### src/rtl/sort_collect.sv
// Collects the serial result stream of the bubble-sort engine into a parallel array.
// Optional monotonic-order checker enabled by defining SORT_CHK_EN.
module sort_collect #(
    parameter int DATA_W  = 4,
    parameter int DATA_N  = 4,
    parameter int TIMEOUT = 16
) (
    input  logic                     clk,
    input  logic                     rst,
    input  logic                     start_sort,
    input  logic [DATA_W-1:0]        in_data,
    input  logic                     in_vld,
    output logic [DATA_N*DATA_W-1:0] res_data,
    output logic                     res_done,
    output logic                     busy,
    output logic                     err_timeout,
    output logic                     err_order
);

    localparam int BEAT_W = $clog2(DATA_N);
    localparam int GAP_W  = $clog2(TIMEOUT + 1);
    localparam logic [BEAT_W-1:0] LAST_BEAT = BEAT_W'(DATA_N - 1);

    typedef enum logic [1:0] {IDLE, COLLECT, DONE} state_t;

    state_t            state;
    logic [BEAT_W-1:0] beat_cnt;
    logic [GAP_W-1:0]  gap_cnt;
    logic [DATA_W-1:0] shadow [DATA_N];
    logic              beat_en;

    // A restart in the same cycle as a beat drops the beat.
    assign beat_en = (state == COLLECT) && in_vld && !start_sort;

    // NOTE: the shadow buffer has no reset; every slot is rewritten before
    // res_data is loaded from it, so resetting it would only cost logic.
    always_ff @(posedge clk) begin
        if (beat_en)
            shadow[beat_cnt] <= in_data;
    end

    // NOTE: all state is updated with non-blocking assignments so every
    // register samples the pre-edge values, regardless of statement order.
    always_ff @(posedge clk) begin
        if (rst) begin
            state       <= IDLE;
            beat_cnt    <= '0;
            gap_cnt     <= '0;
            res_data    <= '0;
            res_done    <= 1'b0;
            busy        <= 1'b0;
            err_timeout <= 1'b0;
        end else begin
            res_done <= 1'b0;
            case (state)
                IDLE, DONE: begin
                    if (start_sort) begin
                        state       <= COLLECT;
                        busy        <= 1'b1;
                        beat_cnt    <= '0;
                        gap_cnt     <= '0;
                        err_timeout <= 1'b0;
                    end else begin
                        state <= IDLE;
                    end
                end
                COLLECT: begin
                    if (start_sort) begin
                        beat_cnt    <= '0;
                        gap_cnt     <= '0;
                        err_timeout <= 1'b0;
                    end else if (in_vld) begin
                        gap_cnt <= '0;
                        if (beat_cnt == LAST_BEAT) begin
                            for (int k = 0; k < DATA_N - 1; k++)
                                res_data[k*DATA_W +: DATA_W] <= shadow[k];
                            res_data[(DATA_N-1)*DATA_W +: DATA_W] <= in_data;
                            res_done <= 1'b1;
                            busy     <= 1'b0;
                            state    <= DONE;
                        end else begin
                            beat_cnt <= beat_cnt + BEAT_W'(1);
                        end
                    end else if (gap_cnt == GAP_W'(TIMEOUT - 1)) begin
                        // Stall: abandon the capture, res_data keeps the last good result.
                        gap_cnt     <= GAP_W'(TIMEOUT);
                        err_timeout <= 1'b1;
                        busy        <= 1'b0;
                        state       <= IDLE;
                    end else begin
                        gap_cnt <= gap_cnt + GAP_W'(1);
                    end
                end
                default: begin
                    state <= IDLE;
                    busy  <= 1'b0;
                end
            endcase
        end
    end

`ifdef SORT_CHK_EN
    logic [DATA_W-1:0] prev_data;
    logic              order_err;

    // The first beat of a capture has no predecessor and is never compared.
    always_ff @(posedge clk) begin
        if (rst) begin
            prev_data <= '0;
            order_err <= 1'b0;
        end else if (start_sort) begin
            order_err <= 1'b0;
        end else if (beat_en) begin
            if (beat_cnt != '0 && in_data < prev_data)
                order_err <= 1'b1;
            prev_data <= in_data;
        end
    end

    assign err_order = order_err;
`else
    assign err_order = 1'b0;
`endif

endmodule

### config.mk
export PLATFORM = sky130hd
export DESIGN_NAME = sort_collect
export DESIGN_NICKNAME = d
export VERILOG_FILES = /design/src/rtl/sort_collect.sv
export SDC_FILE = /design/constraint.sdc
export NUM_CORES = 1
export LEC_CHECK = 0
export CELL_PAD_IN_SITES_DETAIL_PLACEMENT = 0
export CELL_PAD_IN_SITES_GLOBAL_PLACEMENT = 1
export CORE_UTILIZATION = 36
export DETAILED_ROUTE_END_ITERATION = 16
export PLACE_DENSITY_LB_ADDON = 0.1
export SLEW_MARGIN = 20
export SYNTH_ARGS = -nofsm -noshare
export SYNTH_HDL_FRONTEND = slang
export SYNTH_SLANG_ARGS = --single-unit
### constraint.sdc
create_clock -name clk -period 1.4 [get_ports clk]
set_input_delay 0.28 -clock clk [delete_from_list [all_inputs] [get_ports clk]]
set_output_delay 0.28 -clock clk [all_outputs]
set_load 0.05 [all_outputs]
==> summary.md, run 1 <==
| Metric | Value |
|---|---|
| Filler instances | 381 |
| Top metal layer carrying routed signals | met4 |
| Crit path setup slack, layout | -0.0588 ns |
| Mapped Nets | 179 |
| Synthesized cell area | 1650 um^2 |
| Count of nets left with antenna violations after detail routing | 0 |
| Arrival time at the worst endpoint | 1.68 ns |
| # DRC | 0 |
| CTS tree | built |
| Start of the worst register-to-register path | gap_cnt[1] |
| Iteration-0 DRC count of the detailed router | 70 |
| Compound-gate portion of the synthesized area | 15.3% |
| Routed wire per std cell | 15.1 um |
| Leading cell types in the layout, fill and taps excluded | sky130_fd_sc_hd__buf_4 (27), sky130_fd_sc_hd__dfxtp_1 (24), sky130_fd_sc_hd__buf_12 (20) |
| Required time of the worst setup path | 1.62 ns |
| Share of the clock period used by the worst path | 104% |
| Count of nets after finishing | 229 |
| Sink count of the clock tree | 40 |
| Critical path class | reg2reg |
| Total instance count after detailed placement | 252 |
| Startpoint of the most critical hold path | start_sort |
| Mean area per synthesized cell | 10.1 um^2 |
| Clock period minus worst slack | 1.46 ns |
| Ports placed on the boundary | 28 |
| Number of hold violations in the final report | 0 |
| Fraction of the mapped netlist area in adder cells | 5.30% |
| Global-route wire length before repair | 6.64 mm |
| Core Util, Final | 57.9% |
| Total detailed-routing wirelength | 4.04 mm |
| Yosys warning count | 0 |
| Mapped Cells | 164 |
| Sequential share of power | 56.1% |
| Portion of the post-synthesis area used by sequential elements | 55.7% |
| Via density | 5.23 |
| RePlAce Congestion | 0.823 |
| Simple-gate share of the synthesized area | 16.8% |
| Status | complete, but fails checks |
| Number of storage elements in the synthesis netlist | 40 |
| Core area | 4380 um^2 |
| Share of the synthesized netlist area taken by xor and xnor gates | 0% |
| Top achievable clock speed | 686 MHz |
| Congestion Overflow GR | 0 |
| Fraction of power consumed by the clock network | 35.0% |
| Max clock buf depth | 2 |
| Clock-pin transition on the worst setup and hold timing paths | 0.08 ns |
| DIE HEIGHT | 69.8 um |
| Standard-cell row count | 24 |
| Number of antenna violations at the first check in global routing | 0 |
| Met2 layer wire length in the routed design | 1.86 mm |
| Worst IR Drop VDD | 0.000502 V |
| Initial Util | 37.7% |
| Maximum net fanout on the critical path | 2 |
| Number of search-and-repair iterations in the first detailed-routing pass | 4 |
| Half-perimeter wire length of the detailed placement result | 2.70 mm |
| Synth unique cells | 33 |
| Setup slack, reg-to-reg | -0.06 ns |
| Worst skew pair latency | 0.29 ns |
| Cell chosen for the clock root | sky130_fd_sc_hd__clkbuf_8 |
| Violations in the final reports | setup timing |
| Predominant post-synthesis flop cell | sky130_fd_sc_hd__dfxtp_1 |
| Crit path capture type | register |
| Net switching power figure | 517 uW |
| Beginning of the critical path | gap_cnt[1] |
| Final setup violating endpoints | 2 |
| Max-Cap Viols | 0 |
| Die X-Extent | 69.8 um |
| Critical path startpoint category | register |
| Total CTS buffers | 5 |
| Reported leakage power | 0.922 nW |
| Global Route Usage Sum | 17.3% |
| Hold Crit Class | in2reg |
| Final non-filler cell total | 267 |
| Fin. max-slew vios | 0 |
| Setup TNS | -0.113 ns |
| Clock tree skew after final layout | 0.00672 ns |
| Pin count of the biggest net entering global routing | 18 |
| Growth of design area from synthesis to finish | 53.4% |
| Synth async-reset ratio | 0% |
| Ratio of cells with drive above 1 in the final layout | 35.8% |
| Setup repair after global routing missed its margin | true |
| Proportion of synthesized area in mux cells | 1.89% |
| Antenna Cells | 0 |
| Overall die area | 4870 um^2 |
| Number of global-route vias before repair | 1384 |
| Combinational share of power | 8.8% |
| Combinational family with the most area after synthesis | simple AND/OR/NAND/NOR gates |
| Met3 WL post-DR | 170 um |
| Worst-case setup slack after placement | -0.469 ns |
| H-tree levels | 2 |
| Internal power component | 1.63 mW |
| Routed met1 length | 1.97 mm |
| Switching portion of total power | 24.1% |
| Port buffer count | 26 |
| Count of vias placed by the detailed router | 1397 |
| Count of flip-flops with a built-in enable after synthesis | 12 |
| Areal power density over the cells | 847 nW/um^2 |
| Most common cell after layout, fill and taps aside | sky130_fd_sc_hd__buf_4 |
area by class of cell:
class	count	area, um^2	area share, %
clock buffer	6	72.6	2.86
inverter	5	18.8	0.740
timing repair buffer	56	694	27.4
multi-input combinational	106	747	29.4
tap	52	65.1	2.56
clock inverter	2	11.3	0.444
sequential	40	928	36.6
power by group through the flow:
stage               clock network (mW)  logic [mW]  registers (mW)
floorplan                            0      0.0709            1.24
global placement                     0       0.162            1.24
detailed placement                   0       0.165            1.24
CTS                              0.770       0.174            1.21
global route                     0.815       0.202            1.21
finish                           0.753       0.189            1.21
registers in the layout, indices dropped and copies added, names as in the netlist:
signal       cells
gap_cnt          5
res_done         1
beat_cnt         2
shadow          12
busy             1
err_timeout      1
res_data        16
state            2
final timing paths:
check | endpoint | cells after the start
max | gap_cnt[0] | 5
min | busy | 3
min reg2reg | gap_cnt[3] | 1
max reg2reg | gap_cnt[0] | 5
worst max-delay path, stage by stage, from the launching register on:
cell	delay, ns
sky130_fd_sc_hd__dfxtp_4	0.36
sky130_fd_sc_hd__ha_4	0.16
sky130_fd_sc_hd__and3_4	0.17
sky130_fd_sc_hd__ha_4	0.17
sky130_fd_sc_hd__or4_4	0.42
sky130_fd_sc_hd__a21oi_2	0.12
synthesized netlist by cell type (all sizes together), types with 2 or more instances:
cell / count / area (um^2)
dfxtp: 28 / 561
a21oi: 22 / 110
o21ai: 20 / 100
nand3: 16 / 80.1
edfxtp: 12 / 360
clkbuf: 10 / 37.5
ha: 7 / 87.6
and3: 5 / 31.3
inv: 5 / 18.8
nand3b: 5 / 37.5
nor3: 4 / 20.0
buf: 3 / 23.8
nor2: 3 / 11.3
nor2b: 3 / 18.8
a31oi: 2 / 12.5
and2: 2 / 12.5
mux2i: 2 / 20.0
o21bai: 2 / 15.0
per-layer routing:
metal  global-route usage, %  vias to the layer above
met5                       0                        -
met4                    6.22                        0
met3                    3.20                        4
met2                    26.3                       34
met1                    24.6                      666
li1                        -                      693
what timing repair did:
| item | in CTS | in global routing |
|---|---|---|
| hold buffers | 0 | 0 |
| buffers inserted | 5 | 1 |
| setup endpoints to repair | 35 | 37 |
| hold endpoints to repair | 0 | 0 |
| pin swaps | 6 | 6 |
| cloned | 0 | 1 |
| resized for setup | 11 | 25 |
stage by stage:
stage	hold WS (ns)	total power, mW	instance area, um^2
floorplan	0.379	1.31	1670
global placement	0.450	1.40	2310
detailed placement	0.468	1.40	2310
CTS	0.462	2.15	2470
global route	0.512	2.22	2540
finish	0.470	2.15	2540
logic make-up (layout without fill, tap and decap cells):
group / after synthesis / count (layout)
multiplexers: 3 / 3
buffers and inverters: 18 / 69
other: 1 / 1
adder cells (fa/ha/maj): 7 / 7
AO/OA/AOI/OAI: 48 / 48
AND/OR/NAND/NOR: 47 / 47
flip-flops: 40 / 40
Power figures use the tool's default switching activity.
==> inputs of run 2 (changes only) <==
--- a/config.mk
+++ b/config.mk
@@ -5,8 +5,10 @@
 export SDC_FILE = /design/constraint.sdc
 export NUM_CORES = 1
 export LEC_CHECK = 0
+export CAP_MARGIN = 10
 export CELL_PAD_IN_SITES_DETAIL_PLACEMENT = 0
 export CELL_PAD_IN_SITES_GLOBAL_PLACEMENT = 1
+export CORE_MARGIN = 1.5
 export CORE_UTILIZATION = 36
 export DETAILED_ROUTE_END_ITERATION = 16
 export PLACE_DENSITY_LB_ADDON = 0.1
==> run 2 against run 1 <==
Effect of this change: the run still ends with setup timing left; die area up 2.9%; register-to-register slack got worse by 0.02 ns; first-iteration DRC count is 14% lower; sequential share of layout area is 0.50 points lower; maximum frequency shrank 1.5%; global-route usage fell by 0.48 points; via count is 0.72% higher; critical path depth unchanged; routed wire length down 0.96%; clock skew barely moved; hold slack gained 0.018 ns; cell count decreased by 1.1%.
==> summary.md, run 2 (synthesized netlist as in run 1, its figures left out) <==
| Metric | Value |
|---|---|
| Status | complete, but fails checks (unchanged) |
| Violations in the final reports | setup timing (unchanged) |
| Critical path startpoint category | register (unchanged) |
| Number of global-route vias before repair | 1377 (was 1384) |
| Share of the clock period used by the worst path | 106% (was 104%) |
| Max clock buf depth | 2 (unchanged) |
| Number of search-and-repair iterations in the first detailed-routing pass | 4 (unchanged) |
| Critical path class | reg2reg (unchanged) |
| Fin. max-slew vios | 0 (unchanged) |
| Largest register FFs | 16 (unchanged) |
| Clock tree skew after final layout | 0.00702 ns (was 0.00672 ns) |
| Global Route Usage Sum | 16.8% (was 17.3%) |
| Pin count of the biggest net entering global routing | 22 (was 18) |
| Half-perimeter wire length of the detailed placement result | 2.80 mm (was 2.70 mm) |
| DIE HEIGHT | 70.8 um (was 69.8 um) |
| Crit path max-delay cell type | sky130_fd_sc_hd__or4_4 (unchanged) |
| CP cell instances | ha_4 -> and3_4 -> ha_4 -> or4_4 -> a21oi_2 (unchanged) |
| Number of antenna violations at the first check in global routing | 0 (unchanged) |
| Internal power component | 1.82 mW (was 1.63 mW) |
| Via density | 5.33 (was 5.23) |
| Count of nets left with antenna violations after detail routing | 0 (unchanged) |
| Global-route wire length before repair | 6.75 mm (was 6.64 mm) |
| Arrival time at the worst endpoint | 1.71 ns (was 1.68 ns) |
| H-tree levels | 2 (unchanged) |
| Logic depth of the worst register-to-register path | 5 (unchanged) |
| CTS tree | built (unchanged) |
| Initial Util | 37.7% (unchanged) |
| Port buffer count | 26 (unchanged) |
| Congestion Overflow GR | 0 (unchanged) |
| Family of cells with the greatest summed delay on the critical path | simple AND/OR/NAND/NOR gates (unchanged) |
| Buffers plus inverters on the worst setup path | 0 (unchanged) |
| Count of nets after finishing | 226 (was 229) |
| Worst IR Drop VDD | 0.000616 V (was 0.000502 V) |
| Setup TNS | -0.117 ns (was -0.113 ns) |
| Maximum net fanout on the critical path | 4 (was 2) |
| Max-Cap Viols | 0 (unchanged) |
| Clock-pin transition on the worst setup and hold timing paths | 0.08 ns (about the same) |
| Sequential share of power | 51.4% (was 56.1%) |
| Antenna Cells | 0 (unchanged) |
| Cell with the most instances on the worst path | sky130_fd_sc_hd__ha_4 (unchanged) |
| Routed wire per std cell | 15.2 um (was 15.1 um) |
| Cell chosen for the clock root | sky130_fd_sc_hd__clkbuf_8 (unchanged) |
| Hold Crit Class | reg2reg (was in2reg) |
| Post-CTS Hold Fix Bufs | 0 (unchanged) |
| Final setup violating endpoints | 3 (was 2) |
| Required time of the worst setup path | 1.62 ns (about the same) |
| Growth of design area from synthesis to finish | 55.5% (was 53.4%) |
| Register name with the most flops | res_data (unchanged) |
| Total CTS buffers | 5 (unchanged) |
| Top achievable clock speed | 675 MHz (was 686 MHz) |
| Leading cell types in the layout, fill and taps excluded | sky130_fd_sc_hd__dfxtp_1 (24), sky130_fd_sc_hd__buf_4 (23), sky130_fd_sc_hd__buf_12 (22) (was sky130_fd_sc_hd__buf_4 (27), sky130_fd_sc_hd__dfxtp_1 (24), sky130_fd_sc_hd__buf_12 (20)) |
| Iteration-0 DRC count of the detailed router | 60 (was 70) |
| Standard-cell row count | 24 (unchanged) |
| Ratio of cells with drive above 1 in the final layout | 36.3% (was 35.8%) |
| Cell depth of the worst min-delay path | 1 (was 3) |
| Ports placed on the boundary | 28 (unchanged) |
| Crit path capture type | register (unchanged) |
| Worst skew pair latency | 0.29 ns (about the same) |
| Areal power density over the cells | 914 nW/um^2 (was 847 nW/um^2) |
| Clock period minus worst slack | 1.48 ns (was 1.46 ns) |
| Count of vias placed by the detailed router | 1407 (was 1397) |
| Number of hold violations in the final report | 0 (unchanged) |
| Switching portion of total power | 22.4% (was 24.1%) |
| Combinational share of power | 8.4% (was 8.8%) |
| Registers with the most flip-flops | res_data: 16 flops, shadow: 12 flops, gap_cnt: 5 flops (unchanged) |
| RePlAce Congestion | 0.797 (was 0.823) |
| Total instance count after detailed placement | 255 (was 252) |
| Setup repair after global routing missed its margin | true (unchanged) |
| Sink count of the clock tree | 40 (unchanged) |
| Most common cell after layout, fill and taps aside | sky130_fd_sc_hd__dfxtp_1 (was sky130_fd_sc_hd__buf_4) |
| Core area | 4380 um^2 (unchanged) |
| # DRC | 0 (unchanged) |
| Crit path setup slack, layout | -0.0809 ns (was -0.0588 ns) |
| Crit path depth | 5 (unchanged) |
| Final non-filler cell total | 264 (was 267) |
| Overall die area | 5010 um^2 (was 4870 um^2) |
| Largest stage delay, worst path | 0.42 ns (about the same) |
| Total detailed-routing wirelength | 4.00 mm (was 4.04 mm) |
| Fraction of power consumed by the clock network | 40.3% (was 35.0%) |
| Filler instances | 360 (was 381) |
| Net switching power figure | 528 uW (was 517 uW) |
| Die X-Extent | 70.8 um (was 69.8 um) |
| Reported leakage power | 0.927 nW (was 0.922 nW) |
## run 2: cell count changes in the layout (fill, tap and decap cells not counted), moves of 2 or more
cell,previous run,this run
sky130_fd_sc_hd__a21oi_2,3,5
sky130_fd_sc_hd__o21ai_2,3,0
sky130_fd_sc_hd__a21oi_1,19,17
sky130_fd_sc_hd__buf_4,27,23
sky130_fd_sc_hd__buf_12,20,22
sky130_fd_sc_hd__o21ai_0,13,17
## run 2: worst paths after layout
path	slack (ns)	endpoint	start
setup / recovery	-0.08	gap_cnt[0]	gap_cnt[0]
hold / removal	0.49	gap_cnt[3]	gap_cnt[3]
setup reg to reg	-0.08	gap_cnt[0]	gap_cnt[0]
hold reg to reg	0.49	gap_cnt[3]	gap_cnt[3]
## run 2: power by group through the flow
stage                     combinational [mW]  clock [mW]  sequential [mW]
after detailed placement               0.176           0             1.23
after CTS                              0.183       0.966             1.21
after global routing                   0.211        1.02             1.21
final                                  0.197       0.947             1.21
after floorplan                       0.0709           0             1.24
after global placement                 0.173           0             1.24
## run 2: area by class of cell
type	instances	area, um^2	area share, %
inverters	5	18.8	0.730
repair buffers	53	693	26.9
clock buffers	5	68.8	2.68
well taps	52	65.1	2.53
multi-input cells	106	756	29.4
clock inverters	3	42.5	1.65
flip-flops and latches	40	928	36.1
## run 2: metrics by stage
step / setup slack (ns) / utilization (%) / power [mW] / hold slack, ns / cell area, um^2
after floorplan: 0.00441 / - / 1.31 / 0.379 / 1670
after global placement: -0.402 / 53.5 / 1.41 / 0.460 / 2340
after detailed placement: -0.442 / 53.5 / 1.41 / 0.461 / 2340
after CTS: -0.0536 / 56.8 / 2.36 / 0.478 / 2490
after global routing: -0.0899 / 58.7 / 2.44 / 0.498 / 2570
final: -0.0809 / 58.7 / 2.35 / 0.487 / 2570
## run 2: worst register-to-register path: stages (launching register included)
cell                      delay (ns)
sky130_fd_sc_hd__dfxtp_4        0.37
sky130_fd_sc_hd__ha_4           0.16
sky130_fd_sc_hd__and3_4         0.18
sky130_fd_sc_hd__ha_4           0.17
sky130_fd_sc_hd__or4_4          0.42
sky130_fd_sc_hd__a21oi_2        0.12
## run 2: timing repair
action	4_1_cts	5_1_grt
buffers inserted	0	1
cloned	0	0
endpoints found under the hold margin	0	0
setup endpoints to repair	37	24
pin swaps	2	7
resized for setup	13	19
## run 2: per-layer routing
| metal | track usage, % | vias to the layer above | share of wire [%] |
|---|---|---|---|
| met5 | 0 | - | 0 |
| met4 | 3.14 | 0 | 0.50 |
| met3 | 3.99 | 2 | 3.8 |
| met2 | 26.2 | 33 | 48 |
| met1 | 24.2 | 691 | 48 |
| li1 | - | 681 | - |
==> inputs of run 3 (changes only) <==
--- a/config.mk
+++ b/config.mk
@@ -9,7 +9,7 @@
 export CELL_PAD_IN_SITES_DETAIL_PLACEMENT = 0
 export CELL_PAD_IN_SITES_GLOBAL_PLACEMENT = 1
 export CORE_MARGIN = 1.5
-export CORE_UTILIZATION = 36
+export CORE_UTILIZATION = 40
 export DETAILED_ROUTE_END_ITERATION = 16
 export PLACE_DENSITY_LB_ADDON = 0.1
 export SLEW_MARGIN = 20
==> constraint.sdc (replaced) <==
create_clock -name clk -period 1.5 [get_ports clk]
set_input_delay 0.3 -clock clk [delete_from_list [all_inputs] [get_ports clk]]
set_output_delay 0.3 -clock clk [all_outputs]
set_load 0.05 [all_outputs]
==> run 3 against run 2 <==
Effect of this change: the flow still finishes with violations (setup timing); via count decreased by 6.0%; design area decreased by 6.3%; utilization increased by 1.6 points; cell count decreased by 3.0%; largest cell class unchanged.
==> summary.md, run 3 (synthesized netlist as in run 1, its figures left out) <==
| Metric | Value |
|---|---|
| Count of vias placed by the detailed router | 1323 (was 1407) |
| Total instance count after detailed placement | 248 (was 255) |
| Combinational share of power | 7.5% (was 8.4%) |
| Clock tree skew after final layout | 0.00929 ns (was 0.00702 ns) |
| Final non-filler cell total | 256 (was 264) |
| Switching portion of total power | 23.6% (was 22.4%) |
| Largest register FFs | 16 (unchanged) |
| Reg2reg end | gap_cnt[0] (unchanged) |
| Worst-case setup slack after placement | -0.331 ns (was -0.442 ns) |
| H-tree levels | 2 (unchanged) |
| Total CTS buffers | 5 (unchanged) |
| Hold Crit Class | reg2reg (unchanged) |
| CTS tree | built (unchanged) |
| Internal power component | 1.50 mW (was 1.82 mW) |
| RePlAce Congestion | 0.815 (was 0.797) |
| Registers with the most flip-flops | res_data: 16 flops, shadow: 12 flops, gap_cnt: 5 flops (unchanged) |
| Largest stage delay, worst path | 0.48 ns (was 0.42 ns) |
| Start of the worst register-to-register path | gap_cnt[1] (was gap_cnt[0]) |
| Top achievable clock speed | 664 MHz (was 675 MHz) |
| Status | complete, but fails checks (unchanged) |
| Crit path capture type | register (unchanged) |
| Count of nets left with antenna violations after detail routing | 0 (unchanged) |
| Via density | 5.17 (was 5.33) |
| Clock period minus worst slack | 1.51 ns (was 1.48 ns) |
| Beginning of the critical path | gap_cnt[1] (was gap_cnt[0]) |
| Number of search-and-repair iterations in the first detailed-routing pass | 4 (unchanged) |
| Antenna Cells | 0 (unchanged) |
| Ports placed on the boundary | 28 (unchanged) |
| End of the critical path | gap_cnt[0] (unchanged) |
| Arrival time at the worst endpoint | 1.74 ns (was 1.71 ns) |
| Crit path max-delay cell type | sky130_fd_sc_hd__or4_4 (unchanged) |
| Growth of design area from synthesis to finish | 45.7% (was 55.5%) |
| Leading cell types in the layout, fill and taps excluded | sky130_fd_sc_hd__dfxtp_1 (25), sky130_fd_sc_hd__o21ai_0 (20), sky130_fd_sc_hd__a21oi_1 (20), sky130_fd_sc_hd__buf_12 (20), sky130_fd_sc_hd__buf_4 (20) (was sky130_fd_sc_hd__dfxtp_1 (24), sky130_fd_sc_hd__buf_4 (23), sky130_fd_sc_hd__buf_12 (22)) |
| Global Route Usage Sum | 18.4% (was 16.8%) |
| Overall die area | 4530 um^2 (was 5010 um^2) |
| Fraction of power consumed by the clock network | 35.0% (was 40.3%) |
| Share of the clock period used by the worst path | 100% (was 106%) |
| Net switching power figure | 464 uW (was 528 uW) |
| Pin count of the biggest net entering global routing | 18 (was 22) |
| Core Util, Final | 60.2% (was 58.7%) |
| Register name with the most flops | res_data (unchanged) |
| Post-CTS Hold Fix Bufs | 0 (unchanged) |
| Logic depth of the worst register-to-register path | 5 (unchanged) |
| CP cell instances | ha_4 -> and3_4 -> ha_4 -> or4_4 -> a21oi_2 (unchanged) |
| Critical path startpoint category | register (unchanged) |
| Iteration-0 DRC count of the detailed router | 48 (was 60) |
| Count of buffers added by post-CTS timing repair for setup | 0 (unchanged) |
| Port buffer count | 26 (unchanged) |
| Max-Cap Viols | 0 (unchanged) |
| Core area | 4000 um^2 (was 4380 um^2) |
| Number of global-route vias before repair | 1314 (was 1377) |
| Ratio of cells with drive above 1 in the final layout | 29.1% (was 36.3%) |
| DIE HEIGHT | 67.3 um (was 70.8 um) |
| Total detailed-routing wirelength | 3.67 mm (was 4.00 mm) |
| Global-route wire length before repair | 6.20 mm (was 6.75 mm) |
| Cell with the most instances on the worst path | sky130_fd_sc_hd__ha_4 (unchanged) |
| Reported leakage power | 0.884 nW (was 0.927 nW) |
| Half-perimeter wire length of the detailed placement result | 2.68 mm (was 2.80 mm) |
| Worst skew pair latency | 0.30 ns (was 0.29 ns) |
| Post-DP Area | 2280 um^2 (was 2340 um^2) |
| Routed wire per std cell | 14.3 um (was 15.2 um) |
| Required time of the worst setup path | 1.73 ns (was 1.62 ns) |
| Number of antenna violations at the first check in global routing | 0 (unchanged) |
| Most common cell after layout, fill and taps aside | sky130_fd_sc_hd__dfxtp_1 (unchanged) |
| Setup repair after global routing missed its margin | true (unchanged) |
| Sequential share of power | 57.4% (was 51.4%) |
| Die X-Extent | 67.3 um (was 70.8 um) |
| Setup slack, reg-to-reg | -0.007 ns (was -0.08 ns) |
| Overall power of the completed layout | 1.97 mW (was 2.35 mW) |
| Fin. max-slew vios | 0 (unchanged) |
| Areal power density over the cells | 817 nW/um^2 (was 914 nW/um^2) |
| Cell chosen for the clock root | sky130_fd_sc_hd__clkbuf_8 (unchanged) |
| Worst IR Drop VDD | 0.000535 V (was 0.000616 V) |
| Crit path setup slack, layout | -0.00673 ns (was -0.0809 ns) |
| Max clock buf depth | 2 (unchanged) |
| Violations in the final reports | setup timing (unchanged) |
| Final setup violating endpoints | 1 (was 3) |
| Maximum net fanout on the critical path | 2 (was 4) |
| Critical path class | reg2reg (unchanged) |
| Initial Util | 41.4% (was 37.7%) |
| # DRC | 0 (unchanged) |
| Design area | 2410 um^2 (was 2570 um^2) |
| Count of nets after finishing | 220 (was 226) |
| Number of hold violations in the final report | 0 (unchanged) |
| Sink count of the clock tree | 40 (unchanged) |
| Standard-cell row count | 23 (was 24) |
| Congestion Overflow GR | 0 (unchanged) |
| Clock-pin transition on the worst setup and hold timing paths | 0.08 ns (about the same) |
==> run 3: cell types whose count changed in the layout (fill, tap and decap cells not counted), moves of 3 or more <==
cell                      previous run  this run
sky130_fd_sc_hd__buf_4              23        20
sky130_fd_sc_hd__a21oi_2             5         2
sky130_fd_sc_hd__a21oi_1            17        20
sky130_fd_sc_hd__and3_4              4         1
sky130_fd_sc_hd__o21ai_0            17        20
sky130_fd_sc_hd__and3_1              1         4
sky130_fd_sc_hd__o21ai_1             3         0
==> run 3: power groups by stage <==
stage	combinational, mW	sequential (mW)	clock (mW)
2_1_floorplan	0.0655	1.16	0
3_3_place_gp	0.142	1.15	0
3_5_place_dp	0.144	1.15	0
5_1_grt	0.162	1.13	0.750
4_1_cts	0.145	1.13	0.709
6_report	0.148	1.13	0.689
==> run 3: timing repair <==
item,in CTS,in global routing
pin swaps,1,7
endpoints found under the setup margin,7,7
resized for setup,9,5
==> run 3: stage by stage <==
stage | setup TNS, ns | hold WS (ns)
finish | -0.00673 | 0.486
global placement | -9.40 | 0.452
global route | -0.0723 | 0.516
CTS | -0.00797 | 0.479
detailed placement | -10.55 | 0.457
floorplan | 0 | 0.399
==> run 3: worst max-delay path, delay by kind of cell (launching register included) <==
kind	cells	cell delay, ns
simple gates	2	0.66
flops	1	0.34
fa+ha+maj	2	0.32
compound gates	1	0.13
==> run 3: per-layer routing <==
| layer | share of wire, % | GRT usage [%] | up-vias |
|---|---|---|---|
| met4 | 1.0 | 5.36 | 0 |
| met2 | 50 | 30.0 | 16 |
| met3 | 2.8 | 5.67 | 6 |
| met5 | 0 | 0 | - |
| li1 | - | - | 670 |
| met1 | 47 | 23.7 | 631 |
==> run 3: how the worst min path moves through the flow <==
| stage | depth (start not counted) | startpoint | slack (ns) | end |
|---|---|---|---|---|
| finish | 1 | gap_cnt[3] | 0.49 | gap_cnt[3] |
| global route | 3 | start_sort | 0.52 | state[0] |
| CTS | 1 | gap_cnt[3] | 0.48 | gap_cnt[3] |
| detailed placement | 1 | gap_cnt[3] | 0.46 | gap_cnt[3] |
| global placement | 1 | gap_cnt[3] | 0.45 | gap_cnt[3] |
| floorplan | 0 | in_data[0] | 0.40 | shadow[0][0] |
==> run 3: area by class of cell <==
class	instances	area (um^2)
clock buffer	5	68.8
clock inverter	3	13.8
fill	331	1590
inverter	5	18.8
multi-input combinational	106	702
sequential	40	925
tap	50	62.6
timing repair buffer	47	619
